[src/rtl/card_row_pixel_gen.sv]
// Card-row feeder/compositor: maps VGA scan position to a slot in a horizontal card row,
// addresses the card-pixel memory stage and merges its pixel. Optional macro: CARD_HILITE_EN.
module card_row_pixel_gen #(
    parameter int          NUM_SLOTS    = 20,
    parameter int          ROW_X0       = 0,
    parameter int          ROW_Y0       = 400,
    parameter logic [11:0] BG_COLOR     = 12'h0A4,
    parameter logic [11:0] HILITE_COLOR = 12'hFF0
) (
    input  logic        clk_25MHz,
    input  logic        rst_n,
    input  logic [9:0]  h_cnt,
    input  logic [9:0]  v_cnt,
    input  logic        valid,
    input  logic        slot_wr_en,
    input  logic [4:0]  slot_wr_idx,
    input  logic [5:0]  slot_wr_type,
    input  logic        slot_clr,
    input  logic [4:0]  sel_idx,
    input  logic        sel_en,
    output logic [5:0]  pixel_x,
    output logic [5:0]  pixel_y,
    output logic [5:0]  card_type,
    input  logic [11:0] card_pixel,
    output logic [11:0] rgb_out,
    output logic        rgb_valid
);

    localparam logic [10:0] X0    = 11'(ROW_X0);
    localparam logic [10:0] X1    = 11'(ROW_X0 + 32 * NUM_SLOTS);
    localparam logic [10:0] Y0    = 11'(ROW_Y0);
    localparam logic [10:0] Y1    = 11'(ROW_Y0 + 46);
    localparam logic [5:0]  NSL   = 6'(NUM_SLOTS);
    localparam logic [5:0]  EMPTY = 6'd63;

    logic [5:0]  r_slots [NUM_SLOTS];
    logic [5:0]  r_pixel_x, r_pixel_y, r_card_type;
    logic [2:0]  r_vld_pipe;
    logic        r_s1_hit, r_s1_empty, r_s1_border;
    logic        r_s2_hit, r_s2_empty, r_s2_border;
    logic [11:0] r_rgb;

    logic [10:0] w_hoff, w_voff;
    logic [4:0]  w_slot;
    logic        w_hit, w_border;
    logic [5:0]  w_type;

    assign w_hoff = {1'b0, h_cnt} - X0;
    assign w_voff = {1'b0, v_cnt} - Y0;
    assign w_slot = w_hoff[9:5];
    assign w_hit  = valid && ({1'b0, h_cnt} >= X0) && ({1'b0, h_cnt} < X1)
                          && ({1'b0, v_cnt} >= Y0) && ({1'b0, v_cnt} < Y1);
    assign w_type = ({1'b0, w_slot} < NSL) ? r_slots[w_slot] : EMPTY;

`ifdef CARD_HILITE_EN
    assign w_border = (w_hoff[4:0] == 5'd0 || w_hoff[4:0] == 5'd31 ||
                       w_voff[5:0] == 6'd0 || w_voff[5:0] == 6'd45) &&
                      sel_en && (w_slot == sel_idx) && ({1'b0, sel_idx} < NSL);
`else
    assign w_border = 1'b0;
    wire w_unused_sel = &{1'b0, sel_idx, sel_en};
`endif
    wire w_unused_bits = &{1'b0, w_hoff[10], w_voff[10:6]};

    // Table read in S1 sees the pre-write value; writes land on the same edge.
    always_ff @(posedge clk_25MHz or negedge rst_n) begin
        if (!rst_n) begin
            for (int i = 0; i < NUM_SLOTS; i++) r_slots[i] <= EMPTY;
        end else if (slot_clr) begin
            for (int i = 0; i < NUM_SLOTS; i++) r_slots[i] <= EMPTY;
        end else if (slot_wr_en && ({1'b0, slot_wr_idx} < NSL)) begin
            r_slots[slot_wr_idx] <= slot_wr_type;
        end
    end

    always_ff @(posedge clk_25MHz or negedge rst_n) begin
        if (!rst_n) begin
            r_pixel_x   <= 6'd0;
            r_pixel_y   <= 6'd0;
            r_card_type <= EMPTY;
            r_vld_pipe  <= 3'b000;
            r_s1_hit    <= 1'b0;
            r_s1_empty  <= 1'b0;
            r_s1_border <= 1'b0;
            r_s2_hit    <= 1'b0;
            r_s2_empty  <= 1'b0;
            r_s2_border <= 1'b0;
            r_rgb       <= 12'd0;
        end else begin
            r_pixel_x   <= {1'b0, w_hoff[4:0]};
            r_pixel_y   <= w_voff[5:0];
            r_card_type <= w_hit ? w_type : EMPTY;
            r_vld_pipe  <= {r_vld_pipe[1:0], valid};
            r_s1_hit    <= w_hit;
            r_s1_empty  <= (w_type == EMPTY);
            r_s1_border <= w_border;
            r_s2_hit    <= r_s1_hit;
            r_s2_empty  <= r_s1_empty;
            r_s2_border <= r_s1_border;
            // card_pixel now belongs to the address issued in S1
            if (!r_vld_pipe[1])               r_rgb <= 12'd0;
            else if (!r_s2_hit || r_s2_empty) r_rgb <= BG_COLOR;
            else if (r_s2_border)             r_rgb <= HILITE_COLOR;
            else                              r_rgb <= card_pixel;
        end
    end

    assign pixel_x   = r_pixel_x;
    assign pixel_y   = r_pixel_y;
    assign card_type = r_card_type;
    assign rgb_out   = r_rgb;
    assign rgb_valid = r_vld_pipe[2];

endmodule

[config.mk]
export PLATFORM = sky130hd
export DESIGN_NAME = card_row_pixel_gen
export DESIGN_NICKNAME = d
export VERILOG_FILES = /design/src/rtl/card_row_pixel_gen.sv
export SDC_FILE = /design/constraint.sdc
export NUM_CORES = 1
export LEC_CHECK = 0
export CAP_MARGIN = 5
export CORE_ASPECT_RATIO = 0.5
export CORE_MARGIN = 2
export CORE_UTILIZATION = 25
export DETAILED_ROUTE_END_ITERATION = 8
export PLACE_DENSITY = 0.43
export SETUP_SLACK_MARGIN = 0.15
export SLEW_MARGIN = 40
export SYNTH_ARGS = -nofsm -noshare
export SYNTH_HDL_FRONTEND = slang
export SYNTH_SLANG_ARGS = --single-unit
[constraint.sdc]
create_clock -name clk_25MHz -period 1.7 [get_ports clk_25MHz]
set_input_delay 0.34 -clock clk_25MHz [delete_from_list [all_inputs] [get_ports clk_25MHz]]
set_output_delay 0.34 -clock clk_25MHz [all_outputs]
set_load 0.01 [all_outputs]
==> out/results.ini <==
[sta]
clock.fmax_mhz=632
finalCriticalPeriod_ps=1580
hold_viol=0
drv_slew=0
fin_setup_tns_ps=0
fin_worst_skew_ps=7.51
rsz0062_at_grt=yes
fin_crit_sh_pct=93.0
worst_slack_ps=118
setup_viol_count_final=0
whs_ps=76.7

[cells_and_area]
stdcell_area_um2=10200
final_common_cell=dfstp_2
final_cell_mix=126 x dfstp_2, 91 x nand2_1, 87 x buf_4
nets=825
syn_to_final_growth_pct=39.6
multi_input_area_um2=3170
diodes=0
instances_no_fill=1172
n_fill_cell=2874
drive_above_1_share_pct=48.0
register_area_um2=4060
final_util_pct=35.3

[critical_path]
start_kind=primary input
cp.required_ps=2030
r2r_slack_ps=120
crit_slowest_cell=bufbuf_16
reg2reg_depth=6
critical_path_depth=8
cp-startpoint=h_cnt[6]
slowest_delay_ps=320
worstReg2RegEnd=r_s1_empty
worstPathMaxFanout=8
crit_path_end_kind=flop
critical_path.cell_chain=dlygate4sd2_1 -> bufbuf_16 -> buf_4 -> mux4_2 -> mux2i_1 -> a21oi_1 -> nand4b_1 -> nor4_2
crit_type=primary input to flop
arrival_ps=1910
crit_end=r_s1_empty
cp_top_family=buffers and inverters
crit_buf_inv=3
timing.rr.start=r_slots[88]

[run]
drv_cap=0

[clock_tree]
cts.clk_slew.worst_paths_ps=60
cts_tree=yes
clockBufferDepth=2
cts_buffers=17
insertion_delay_ps=440
ctsHoldBuffers=0
htree_levels=4
cts.sinks=156
cts_root_buffer=clkbuf_16

[status]
status=completed

[global_routing]
grt_pass1_vias=5562
grt_first_pass_wirelength_um=34400
overflow=0
antenna_found_initial=0
grt_use_total_pct=15.1
grt_max_degree=47

[routing]
wl_per_cell_um=18.8
drt_iter0_drc=271
antenna_left=0
routed_wl_um=22100
drc=0
num_vias=5313
vias_per_cell=4.53
dr.pass1.iters=4

[placement]
gp_congestion=0.780
port_buffers=77
place_hpwl_um=15500
place_worst_setup_slack_ps=-589
placed_area_um2=9280
dp.cells=1130

[synth]
synth_warnings=0
syn_area_um2=7290
synth-seq-cells=156
syn_inst=598
synth.distinct_cells=42
synthesis.nets=655
syn_avg_cell_area_um2=12.2
seq_area_frac_synth_pct=55.7

[power]
cellPowerDensity_nw_per_um2=887
power_mw=9.02
peakVddDrop_mv=0.633
p_leak_nw=3.92

[floorplanning]
die_area_um2=30600
die_x_um=245
rows=44
die_h_um=125
core_area_um2=28800
start_util_pct=25.3
pin_count=85

[worst_hold_path]
hold_path_class=primary input to async pin

-- Yosys cell counts (all sizes together) --
library cell  instances  share of area (%)
and2                  9               0.77
conb                  1              0.051
nor2                 41                2.3
nand4                 1              0.086
o21ai                46                3.2
nand4b                1               0.12
inv                   8               0.41
mux2i                43                5.9
nand3b                6               0.62
mux4                 30                 10
a211o                14                1.7
clkbuf               24                1.4
buf                  12                1.2
o22ai                 2               0.17
nor2b                 8               0.69
ha                    3               0.52
or2                   4               0.34
nand3                40                2.7
a211oi                2               0.21
nand2b                4               0.34
o41ai                 1               0.12
dfrtp                30                 10
a21oi                 5               0.34
or3b                  2               0.24
or3                   1              0.086
nand2                92                4.7
dfstp               126                 45
a31o                  1               0.12
and3                  6               0.52
nor4bb                2               0.27
o211ai                3               0.31
nor4                  1               0.17
mux2                 29                4.5
-- cells by family after synthesis --
| group | synth area share (%) |
|---|---|
| compound gates | 6.16 |
| buf+inv | 2.94 |
| fa+ha+maj | 0.515 |
| other cells | 0.0515 |
| simple gates | 14.0 |
| flops | 55.7 |
| mux | 20.6 |
-- layout make-up --
cell class	instances	area share, %
clock buffer	20	4.49
clock inverter	12	1.67
tap	391	4.81
multi-input combinational	398	31.2
timing repair buffer	187	17.6
inverter	8	0.295
sequential	156	39.9
-- what timing repair did --
action                     4_1_cts  5_1_grt
buffers inserted                 4        5
setup endpoints to repair      101       93
gates resized for setup         81       32
pin swaps                        4        5
gates cloned                     1        0
-- power by group --
group | switching (mW) | internal, mW
registers | 0.0512 | 3.89
clock network | 1.58 | 2.52
logic | 0.490 | 0.482
total | 2.12 | 6.90
-- registers in the layout, indices dropped and copies added, names as in the netlist --
name and count:
r_s2_hit 1, rgb_out 12, r_slots 120, pixel_y 6
card_type 6, r_vld_pipe 3, r_s1_empty 1, r_s1_hit 1
r_s2_empty 1, pixel_x 5
-- how the worst min path moves through the flow --
| stage | cells after the start | slack (ps) | from | endpoint |
|---|---|---|---|---|
| floorplan | 0 | 40 | rst_n | pixel_x[0] |
| global placement | 0 | 330 | r_s1_hit | r_s2_hit |
| detailed placement | 0 | 350 | r_vld_pipe[0] | r_vld_pipe[1] |
| CTS | 1 | 80 | rst_n | r_slots[102] |
| global route | 1 | 110 | rst_n | r_slots[102] |
| finish | 1 | 80 | rst_n | r_slots[102] |
-- per-layer routing --
metal	wire length, um	vias up	global-route usage [%]
li1	-	2469	-
met1	10700	2721	21.2
met2	10200	102	23.2
met3	813	21	3.02
met4	323	0	4.81
met5	0	-	0
Note: power is estimated with default switching activity, not from simulation.
